$ cat src/rtl/led_fader_if.sv
// LED pattern bus between the pattern source and the fader.
// Ports:
//   led_in  : target pattern, 1 = fade toward on, 0 = fade toward off
//   led_out : PWM-dimmed LED drive
interface led_fader_if #(
  parameter int unsigned CHANNELS = 8
);
  logic [CHANNELS-1:0] led_in;
  logic [CHANNELS-1:0] led_out;

  // Pattern source / pin side
  modport master (output led_in, input led_out);
  // Fader side
  modport slave  (input led_in, output led_out);
endinterface

$ cat src/rtl/led_fader.sv
// Per-channel LED fader: each channel ramps a brightness level toward full-on
// or full-off according to its input bit and drives its pin with PWM at that
// level, turning hard on/off toggles into smooth fades.
// Ports:
//   clk : 25 MHz main clock
//   rst : synchronous active-high reset
//   bus : led_fader_if slave (led_in target pattern, led_out registered PWM)
module led_fader #(
  parameter int unsigned CHANNELS = 8,
  parameter int unsigned PWM_DIV  = 4,
  parameter int unsigned STEP_DIV = 49152,
  parameter int unsigned STEP     = 1
) (
  input  logic        clk,
  input  logic        rst,
  led_fader_if.slave  bus
);

  localparam int unsigned PDIV_W = (PWM_DIV  > 1) ? $clog2(PWM_DIV)  : 1;
  localparam int unsigned SDIV_W = (STEP_DIV > 1) ? $clog2(STEP_DIV) : 1;
  localparam int unsigned LVL_W  = 8;

  logic [CHANNELS-1:0] in_q;
  logic [PDIV_W-1:0]   pdiv;
  logic [SDIV_W-1:0]   sdiv;
  logic [LVL_W-1:0]    pwm_cnt;
  logic [LVL_W-1:0]    level     [CHANNELS];
  logic [LVL_W-1:0]    level_nxt [CHANNELS];
  logic [CHANNELS-1:0] out_q;
  logic [CHANNELS-1:0] out_nxt;
  logic                pwm_tick_c;
  logic                step_tick_c;

  // Prescaler terminal counts; with a divisor of 1 the counter is stuck at 0
  // and the tick fires every cycle.
  assign pwm_tick_c  = (pdiv == PDIV_W'(PWM_DIV - 1));
  assign step_tick_c = (sdiv == SDIV_W'(STEP_DIV - 1));

  // Saturating fade in 9 bits: carry out clamps at 255, borrow clamps at 0.
  always_comb begin
    logic [LVL_W:0] sum;
    logic [LVL_W:0] diff;
    for (int i = 0; i < CHANNELS; i++) begin
      level_nxt[i] = level[i];
      sum  = {1'b0, level[i]} + (LVL_W+1)'(STEP);
      diff = {1'b0, level[i]} - (LVL_W+1)'(STEP);
      if (step_tick_c) begin
        if (in_q[i]) begin
          level_nxt[i] = sum[LVL_W] ? {LVL_W{1'b1}} : sum[LVL_W-1:0];
        end else begin
          level_nxt[i] = diff[LVL_W] ? '0 : diff[LVL_W-1:0];
        end
      end
    end
  end

  // PWM compare; level 255 is forced fully on rather than 255/256 duty.
  always_comb begin
    out_nxt = '0;
    for (int i = 0; i < CHANNELS; i++) begin
      out_nxt[i] = (level[i] == {LVL_W{1'b1}}) || (pwm_cnt < level[i]);
    end
  end

  // State registers.
  always_ff @(posedge clk) begin
    if (rst) begin
      in_q    <= '0;
      pdiv    <= '0;
      sdiv    <= '0;
      pwm_cnt <= '0;
      out_q   <= '0;
      for (int i = 0; i < CHANNELS; i++) begin
        level[i] <= '0;
      end
    end else begin
      in_q  <= bus.led_in;
      out_q <= out_nxt;
      pdiv  <= pwm_tick_c  ? '0 : pdiv + PDIV_W'(1);
      sdiv  <= step_tick_c ? '0 : sdiv + SDIV_W'(1);
      if (pwm_tick_c) begin
        pwm_cnt <= pwm_cnt + LVL_W'(1);
      end
      for (int i = 0; i < CHANNELS; i++) begin
        level[i] <= level_nxt[i];
      end
    end
  end

  assign bus.led_out = out_q;

endmodule

$ cat src/flat_wrapper.sv
// flat-port wrapper written by rule: the top's interface ports become plain ports
module led_fader_flat 
#(
  parameter int unsigned CHANNELS = 8,
  parameter int unsigned PWM_DIV  = 4,
  parameter int unsigned STEP_DIV = 49152,
  parameter int unsigned STEP     = 1
)
  (clk, rst, bus_led_in, bus_led_out);
  led_fader_if #(.CHANNELS(CHANNELS)) bus_i ();
  input  logic clk;
  input  logic rst;
  input wire logic [$bits(bus_i.led_in)-1:0] bus_led_in;
  output wire logic [$bits(bus_i.led_out)-1:0] bus_led_out;
  assign bus_i.led_in = bus_led_in;
  assign bus_led_out = bus_i.led_out;
  led_fader #(.CHANNELS(CHANNELS), .PWM_DIV(PWM_DIV), .STEP_DIV(STEP_DIV), .STEP(STEP)) u_core (.clk(clk), .rst(rst), .bus(bus_i));
endmodule
$ cat config.mk
export PLATFORM = sky130hd
export DESIGN_NAME = led_fader_flat
export DESIGN_NICKNAME = d
export VERILOG_FILES = /design/src/rtl/led_fader_if.sv /design/src/rtl/led_fader.sv /design/src/flat_wrapper.sv
export SDC_FILE = /design/constraint.sdc
export NUM_CORES = 1
export LEC_CHECK = 0
export CORE_UTILIZATION = 55
export DETAILED_ROUTE_END_ITERATION = 7
export MAX_ROUTING_LAYER = met4
export PLACE_DENSITY = 0.72
export SLEW_MARGIN = 0
export SYNTH_ARGS = -nofsm -noshare
export SYNTH_HDL_FRONTEND = slang
export SYNTH_SLANG_ARGS = --single-unit
$ cat constraint.sdc
create_clock -name clk -period 2.35 [get_ports clk]
set_clock_uncertainty 0.05 [all_clocks]
set_input_delay 0.3525 -clock clk [delete_from_list [all_inputs] [get_ports clk]]
set_output_delay 0.3525 -clock clk [all_outputs]
set_load 0.005 [all_outputs]
==> results of run 1 <==
==> registers in the layout, indices dropped and copies added (netlist names) <==
name                cells
u_core.bus.led_out      8
u_core.sdiv            16
u_core.pwm_cnt          8
u_core.level           64
u_core.pdiv             2
u_core.in_q             8
==> layout make-up <==
| cell class | count | area [µm²] | area share |
|---|---|---|---|
| clock buffer | 10 | 229 | 0.0268 |
| inverter | 75 | 282 | 0.0330 |
| timing repair buffer | 46 | 398 | 0.0466 |
| tap | 180 | 225 | 0.0264 |
| sequential | 106 | 2120 | 0.249 |
| clock inverter | 6 | 48.8 | 0.00572 |
| multi-input combinational | 792 | 5230 | 0.613 |
==> final timing paths <==
path / endpoint / cells past startpoint / slack (ns) / startpoint
worst max-delay path: u_core.level[0][42] / 7 / 0.15 / u_core.sdiv[0]
worst max register to register: u_core.level[0][42] / 7 / 0.15 / u_core.sdiv[0]
worst min register to register: u_core.pdiv[0] / 1 / 0.40 / u_core.pdiv[0]
worst min-delay path: u_core.pwm_cnt[4] / 2 / 0.38 / rst
==> power groups by stage <==
| stage | clock network (mW) | logic [mW] | registers [mW] |
|---|---|---|---|
| after global placement | 0 | 0.136 | 1.90 |
| after global routing | 1.59 | 0.153 | 1.86 |
| after CTS | 1.51 | 0.138 | 1.86 |
| final | 1.47 | 0.137 | 1.86 |
| after floorplan | 0 | 0.121 | 1.86 |
| after detailed placement | 0 | 0.137 | 1.90 |
==> repair_timing <==
item                       4_1_cts  5_1_grt
setup buffers                    0        1
gates resized for setup          0        2
setup endpoints to repair        0        4
hold buffers                     0        0
==> metal layers <==
| metal | vias up | track usage | routed length [µm] |
|---|---|---|---|
| met4 | 0 | 0.0732 | 233 |
| met5 | - | - | 0 |
| met2 | 259 | 0.444 | 8980 |
| met3 | 21 | 0.0562 | 1160 |
| met1 | 3553 | 0.369 | 9200 |
| li1 | 3857 | - | - |
==> cell families (layout without fill, tap and decap cells) <==
logic type,count (synthesis),count (layout),share of synthesized area
simple gates,355,355,0.235
compound gates,327,327,0.263
buf+inv,141,137,0.0767
flops,106,106,0.267
fa+ha+maj,75,75,0.118
xor+xnor,27,27,0.0298
mux,8,8,0.0104
==> critical path, delay by kind of cell (launching register included) <==
kind,cells,cell delay (ns)
buffers and inverters,1,0.28
flip-flops,1,0.37
AND/OR/NAND/NOR,3,0.73
adder cells (fa/ha/maj),1,0.20
AO/OA/AOI/OAI,2,0.46
==> placed cells by master (no fill, tap or decap), drive strengths merged, types with 9 or more instances in the layout <==
cell type      synthesis  layout
a211oi                16      16
a21o                  14      14
a21oi                 81      81
a311oi                10      10
a31oi                 27      27
and3                  20      20
buf                   15      30
clkbuf                51      10
clkdlybuf4s50          0      16
dfxtp                106     106
ha                    75      75
inv                   74      77
nand2                 65      65
nand2b                10      10
nand3                 45      45
nand4                 33      33
nor2                  83      83
nor2b                 16      16
nor3                  30      30
nor4                  11      11
nor4b                  9       9
o211ai                 9       9
o21ai                 88      88
o31ai                 13      13
or3                   10      10
xnor2                 17      17
xor2                  10      10
==> through the flow <==
stage,cell area [µm²],util,worst slack (ns)
floorplan,7950,-,0.227
global placement,8240,0.589,0.245
detailed placement,8240,0.589,0.131
CTS,8520,0.609,0.119
global route,8530,0.610,-0.00290
finish,8530,0.610,0.152
==> flow_summary.toml, run 1 <==
[synthesis]
yosys_warnings = 0
syn_nets = 1124
synth_edf_count = 0
synth_top_area_frac = 0.267
yosysMostFrequentCell = "dfxtp_1"
synth_common_cells = "dfxtp_1, o21ai_0, nor2_1, a21oi_1, ha_1"
syn_inst = 1039
ys_async_sr_fraction = 0
netlist_area_um2 = 7950
syn_area_per_cell_um2 = 7.65
synth_top_cell_by_area = "dfxtp_1"
synth_area_leaders = "dfxtp_1, ha_1, o21ai_0, a21oi_1, nor2_1"
synth_cell_type_count = 73
synth-seq-cells = 106
synth-main-ff-cell = "dfxtp_1"
seq_area_frac_synth = 0.267

[placement]
dp_hpwl_um = 13500
place_inst = 1198
globalplace.congestion = 0.941
io_buffers = 17

[route]
vias = 7690
ant_nets = 0
first_pass_iters = 5
wl_um = 19600
via_per_inst = 6.33
wl_per_cell_um = 16.1
drc = 0
first_iter_violations = 645

[cts]
h-tree-depth = 3
cts_sinks = 106
cts.clk_slew.worst_paths_ns = 0.07
clock_latency_ns = 0.37
root_buffer = "clkbuf_16"
cts_tree = "done"
numCtsBuffers = 9
cts_buffer_depth = 2

[timing]
hold_ws_ns = 0.377
worstMarginPinSlew_ns = 0.665
setup_viol = 0
max_freq_mhz = 455
setup_tns_ns = 0
relSlewSlack = 0.556
final_max_slew_viol_count = 0
hold_viol = 0
fin_crit_sh = 0.935
period_needed_ns = 2.20

[floorplanning]
initial_core_util = 0.568
die_area_um2 = 14900
pin_count = 18
core_area_um2 = 14000
die_h_um = 122
die_x_um = 122
rows = 43

[finish]
layout-drive-gt1-share = 0.0628
area_growth_pct = 7.40
nFillCells = 1314
layout.nets = 1115
final_cells = 1215
antennaDiodeCount = 0

[outcome]
status = "complete, no violations"

[power_and_ir_drop]
clkPwrFrac = 0.424
p_leak_nw = 3.17
power_frac_seq = 0.536
vdd_drop_max_uv = 546
switching_power_uw = 854
power_density_nw_per_um2 = 406
sw_frac_of_total = 0.247
internal-power_mw = 2.61
finalPower_mw = 3.46
p_comb_frac = 0.040

[critical_path]
critical_path.max_stage_delay_ns = 0.37
worstSetupEndpointType = "flop"
criticalPathCategory = "reg -> reg"
path_cells = "ha_1, nand3_1, nor3_4, and3_2, buf_12, o21ai_0, a32o_1"
start_kind = "flop"
arrival_ns = 2.41
critPathMaxFanout = 61
crit_required_ns = 2.56
slowest_stage = "dfxtp_1"

[grt]
grt.overflow.total = 0
grt_max_degree = 62
track_usage = 0.283
grt_pass1_wl_um = 32900
grt_pass1_vias = 6913
antenna_found_initial = 0

[job]
maxCapViolCount = 0

[min_path]
hold_path_class = "in -> reg"
No activity file was read; power rests on OpenSTA's default activity.
==> inputs of run 2 (changes only) <==
- SLEW_MARGIN: 0 -> 20
==> results of run 2 <==
The final DEF is identical to that of run 1; final timing and power are the same.
